### config.mk
export PLATFORM = sky130hd
export DESIGN_NAME = bsg_astar_job_ctrl
export DESIGN_NICKNAME = d
export VERILOG_FILES = /design/src/rtl/bsg_astar_job_ctrl.sv
export SDC_FILE = /design/constraint.sdc
export NUM_CORES = 1
export LEC_CHECK = 0
export BUFFER_PORTS_ARGS = -buffer_cell sky130_fd_sc_hd__buf_2
export CAP_MARGIN = 10
export CORE_MARGIN = 4
export CORE_UTILIZATION = 45
export CTS_BUF_LIST = sky130_fd_sc_hd__clkbuf_8
export DETAILED_ROUTE_END_ITERATION = 8
export HOLD_SLACK_MARGIN = 0.05
export PLACE_DENSITY = 0.74
export SKIP_LAST_GASP = 1
export SLEW_MARGIN = 10
export SYNTH_ARGS = -nofsm -noshare
export SYNTH_HDL_FRONTEND = slang
export SYNTH_SLANG_ARGS = --single-unit
### constraint.sdc
create_clock -name clk_i -period 2.3 [get_ports clk_i]
set_input_delay 0.46 -clock clk_i [delete_from_list [all_inputs] [get_ports clk_i]]
set_output_delay 0.46 -clock clk_i [all_outputs]
set_load 0.005 [all_outputs]
### src/rtl/bsg_astar_job_ctrl.sv
// Job sequencer for the A* engine: accepts a start/goal job, loads the cell array,
// runs the engine under a cycle budget and presents a status/cycle-count result.
module bsg_astar_job_ctrl #(
  parameter int unsigned board_width_p = 64,
  parameter int unsigned max_cycles_p  = 4096,
  localparam int unsigned cw_lp = $clog2(max_cycles_p + 1)
) (
  input  logic              clk_i,
  input  logic              reset_i,
  input  logic              v_i,
  output logic              ready_o,
  input  logic [23:0]       start_end_point_i,
  input  logic              abort_i,
  output logic              load_o,
  output logic              astar_reset_o,
  input  logic              astar_done_i,
  output logic              v_o,
  input  logic              yumi_i,
  output logic [1:0]        status_o,
  output logic [cw_lp-1:0]  cycles_o,
  output logic [23:0]       start_end_point_o,
  output logic [15:0]       jobs_o
);

  typedef enum logic [1:0] {IDLE, LOAD, RUN, DONE} state_e;

  localparam logic [1:0] st_ok      = 2'b00;
  localparam logic [1:0] st_timeout = 2'b01;
  localparam logic [1:0] st_bad     = 2'b10;
  localparam logic [1:0] st_abort   = 2'b11;

  localparam logic [cw_lp-1:0] max_lp = cw_lp'(max_cycles_p);

  state_e           state;
  logic [5:0]       sx, sy, gx, gy;
  logic             bad, same;
  logic [cw_lp-1:0] cnt_inc;

  function automatic logic oob(input logic [5:0] f);
    return {26'd0, f} >= 32'(board_width_p);
  endfunction

  assign {sx, sy, gx, gy} = start_end_point_i;
  assign bad     = oob(sx) | oob(sy) | oob(gx) | oob(gy);
  assign same    = (sx == gx) && (sy == gy);
  assign cnt_inc = cycles_o + cw_lp'(1);

  // Strobes decode straight from the state register; ready is also gated by reset
  // so it drops the moment reset rises and returns the cycle it falls.
  assign ready_o       = (state == IDLE) & ~reset_i;
  assign load_o        = (state == LOAD);
  assign astar_reset_o = (state != RUN);
  assign v_o           = (state == DONE);

  always_ff @(posedge clk_i or posedge reset_i) begin
    if (reset_i) begin
      state             <= IDLE;
      status_o          <= st_ok;
      cycles_o          <= '0;
      start_end_point_o <= '0;
      jobs_o            <= '0;
    end else begin
      case (state)
        IDLE: if (v_i) begin
          start_end_point_o <= start_end_point_i;
          cycles_o          <= '0;
          if (bad) begin
            state    <= DONE;
            status_o <= st_bad;
          end else if (same) begin
            state    <= DONE;
            status_o <= st_ok;
          end else begin
            state    <= LOAD;
          end
        end
        LOAD: begin
          if (abort_i) begin
            state    <= DONE;
            status_o <= st_abort;
          end else begin
            state    <= RUN;
          end
        end
        // cycles_o doubles as the run counter; its final value includes the exit cycle
        RUN: begin
          cycles_o <= cnt_inc;
          if (abort_i) begin
            state    <= DONE;
            status_o <= st_abort;
          end else if (astar_done_i) begin
            state    <= DONE;
            status_o <= st_ok;
          end else if (cnt_inc == max_lp) begin
            state    <= DONE;
            status_o <= st_timeout;
          end
        end
        DONE: if (yumi_i) begin
          state <= IDLE;
          if (jobs_o != 16'hFFFF) jobs_o <= jobs_o + 16'd1;
        end
        default: state <= IDLE;
      endcase
    end
  end

endmodule

==> impl_results.md <==
- Grt total ovfl: 0
- Post-synthesis sequential area ratio: 0.470
- Final Hold Fails: 0
- Mapped Nets: 317
- Maximum clock skew at final layout: 0.00934 ns
- Area of the multi-input gates: 1610 um2
- Critical path startpoint category: flip-flop
- Met1 routing resource usage after global routing: 0.212
- # clock sinks: 57
- RR Startpoint: cycles_o[0]
- CP arrival: 2.55 ns
- GP Congestion: 0.845
- Die outline width: 90.1 um
- NumNets Final: 434
- Number of buffers on the longest clock path: 2
- Failing checks: setup timing
- Effective utilization at floorplan: 0.470
- Kind of capture point of the worst setup path: flip-flop
- Maximum number of pins on one net before global-route repair: 35
- Count of filler cells inserted in the layout: 551
- Slowest stage delay, CP: 0.49 ns
- Total wirelength of the detailed-routed design: 7470 um
- Fraction of the core area covered by cells at the end of the flow: 0.626
- Sum of internal, switching and leakage power: 4.41 mW
- Run status: finished, violations left
- TritonCTS clock tree: done
- Max-cap check violation count: 0
- Leak: 1.95 nW
- Floorplan die height: 90.1 um
- Sequential cell area: 1430 um2
- First-pass GRT wire length: 12,400 um
- Final worst hold slack: 0.177 ns
- Number of buffers added on ports: 88
- Growth of design area from synthesis to finish: 33.1%
- Register clock-pin slew on the reported worst setup and hold paths: 0.07 ns
- Number of levels in the clock H-tree: 3
- TritonCTS Buffers: 9
- Insertion delay to the later sink of the worst-skew pair: 0.33 ns
- Post-Synthesis Cells: 280
- Count of routing violations after the opening detailed-route iteration: 64
- Max-slew violation count: 0
- Final HPWL DP: 5500 um
- Transition at the pin with the smallest max-transition slack: 0.603 ns
- Number of register bits inferred by synthesis: 57
- Max VDD drop: 0.685 mV
- Min Tclk post-route: 2.33 ns
- Series of cell instances along the critical path: ha_4 > and3_4 > nor4b_4 > o2111ai_1 > or4_4 > a21boi_4 > mux2_4
- Worst relative slew slack: 0.594
- Dpl ws: -0.0217 ns
- Highest clock rate: 430 MHz
- Required time of the critical path: 2.52 ns
- Area of the placeable core: 6460 um2
- Setup repair after global routing missed its margin: yes
- Clock Root Buffer: clkbuf_8
- Number of antenna violations at the first check in global routing: 0
- Per-instance average area after synthesis: 10.8 um2
- All-layer global routing usage: 0.188
- Warnings from Yosys: 0
- Drt wl/cell: 15.6 um
- Drt via density: 5.36
- Library cell contributing the largest single delay on the critical path: or4_4
- Reg2Reg Capture Point: status_o[0]
- Met3 layer usage reported by global route: 0.0609
- Number of distinct library cell variants in the gate-level netlist after synthesis: 50
- Most Used Layer, Global Route: met2
- Post-route fraction of the period consumed by the critical path: 1.01
- First-pass detailed-route iteration total: 4
- Netlist area before placement: 3040 um2
- Number of cell rows: 29
- Type of the setup path with the least slack: flip-flop to flip-flop
- Post-detailed-route DRC marker count: 0
- Worst r2r path cells: 7
- Count of flip-flops with a built-in enable after synthesis: 0
- Fraction of layout instances using a drive strength above 1: 0.460
- Total via count after detailed routing: 2,566
- Reg2Reg Setup Slack: -0.03 ns
- Flip-flop cell with the highest count after synthesis: dfrtp_1
- Setup TNS: -0.0252 ns
- Max FO, Critical Path: 5
- Worst Hold Class: input port to async pin
- Number of global-route vias before repair: 2,614
- Antenna Violating Nets Remaining: 0
- Power density normalized to cell area: 1090 nW/um2
- Die Area: 8120 um2
- Final critical-path setup slack: -0.0252 ns
- GR Util met2: 0.342
- Setup violations, final: 1
- Inserted Diodes: 0
- I/O pin count: 89
- Async set or reset register ratio after synthesis: 1.00
-- cell usage after synthesis, types with 7 or more instances --
master     n  area, um2
dfrtp_1   57       1430
mux2_2    25        282
nand2_1   24       90.1
xor2_1    19        166
o21ai_0   14       70.1
nand3_1   11       55.1
xnor2_1   11       96.3
nor3_1     9       45.0
a21oi_1    7       35.0
and3_1     7       43.8
clkbuf_1   7       26.3
ha_1       7       87.6
inv_1      7       26.3
nand4_1    7       43.8
nor2_1     7       26.3
-- cell type report --
type,instances,area share
multi-input combinational,203,0.398
clock buffer,11,0.0375
timing repair buffer,119,0.171
clock inverter,5,0.00991
tap,77,0.0238
sequential,57,0.354
inverter,7,0.00650
-- metal layers --
metal	wire length, um	part of all wire
met1	2980	0.40
met5	0	0
met2	3980	0.53
met4	99	0.013
met3	409	0.055
-- through the flow --
step | cell area [um2] | instances
final | 4040 | 479
after global routing | 4040 | 479
after CTS | 3970 | 478
after detailed placement | 3720 | 457
after global placement | 3720 | 457
after floorplan | 3050 | 280
-- power breakdown --
part	total, mW	switching (mW)	internal, mW	leakage [nW]
clock network	0.869	0.417	0.452	0.0878
registers	1.60	0.248	1.36	0.725
logic	1.93	0.917	1.01	1.14
-- registers in the layout (all words and copies together) (netlist names) --
name	cells
cycles_o	13
jobs_o	16
start_end_point_o	24
state	2
status_o	2
-- cell usage in the layout, fill, tap and decap left out, types with 7 or more instances in the layout --
cell type,count
buf_4,29
xor2_1,19
nor3_1,8
o21ai_0,13
buf_2,88
nand2_1,24
dfrtp_1,55
mux2_2,25
nand3_1,11
nand4_1,7
a21oi_1,7
clkbuf_8,11
xnor2_1,11
-- critical path, delay by kind of cell (launching register included) --
| family | cells | cell delay, ns |
|---|---|---|
| AO/OA/AOI/OAI | 2 | 0.35 |
| adder cells (fa/ha/maj) | 1 | 0.18 |
| flip-flops | 1 | 0.45 |
| multiplexers | 1 | 0.31 |
| AND/OR/NAND/NOR | 3 | 0.92 |
-- cell families (layout without fill, tap and decap cells) --
family          Yosys count  count (layout)  share of synthesized area
flops                    57              57                      0.470
compound gates           45              45                      0.102
buf+inv                  20             142                     0.0317
mux                      31              31                      0.115
xor+xnor                 30              30                     0.0866
fa+ha+maj                 7               7                     0.0289
simple gates             90              90                      0.166
-- repair_timing --
action,4_1_cts,5_1_grt
resized for setup,8,10
pin swaps,5,9
cloned,0,0
hold buffers,0,0
buffers inserted,5,1
setup endpoints to repair,2,3
-- worst max-delay path by stage --
stage / startpoint / endpoint / slack (ns) / cells after the start
6_report: cycles_o[0] / status_o[0] / -0.03 / 7
5_1_grt: cycles_o[0] / status_o[0] / -0.07 / 7
4_1_cts: cycles_o[0] / status_o[0] / 0.001 / 7
3_5_place_dp: start_end_point_i[16] / status_o[0] / -0.02 / 8
3_3_place_gp: cycles_o[0] / status_o[0] / 0.03 / 7
2_1_floorplan: cycles_o[0] / status_o[0] / 0.02 / 7
(Power assumes the default switching activity.)
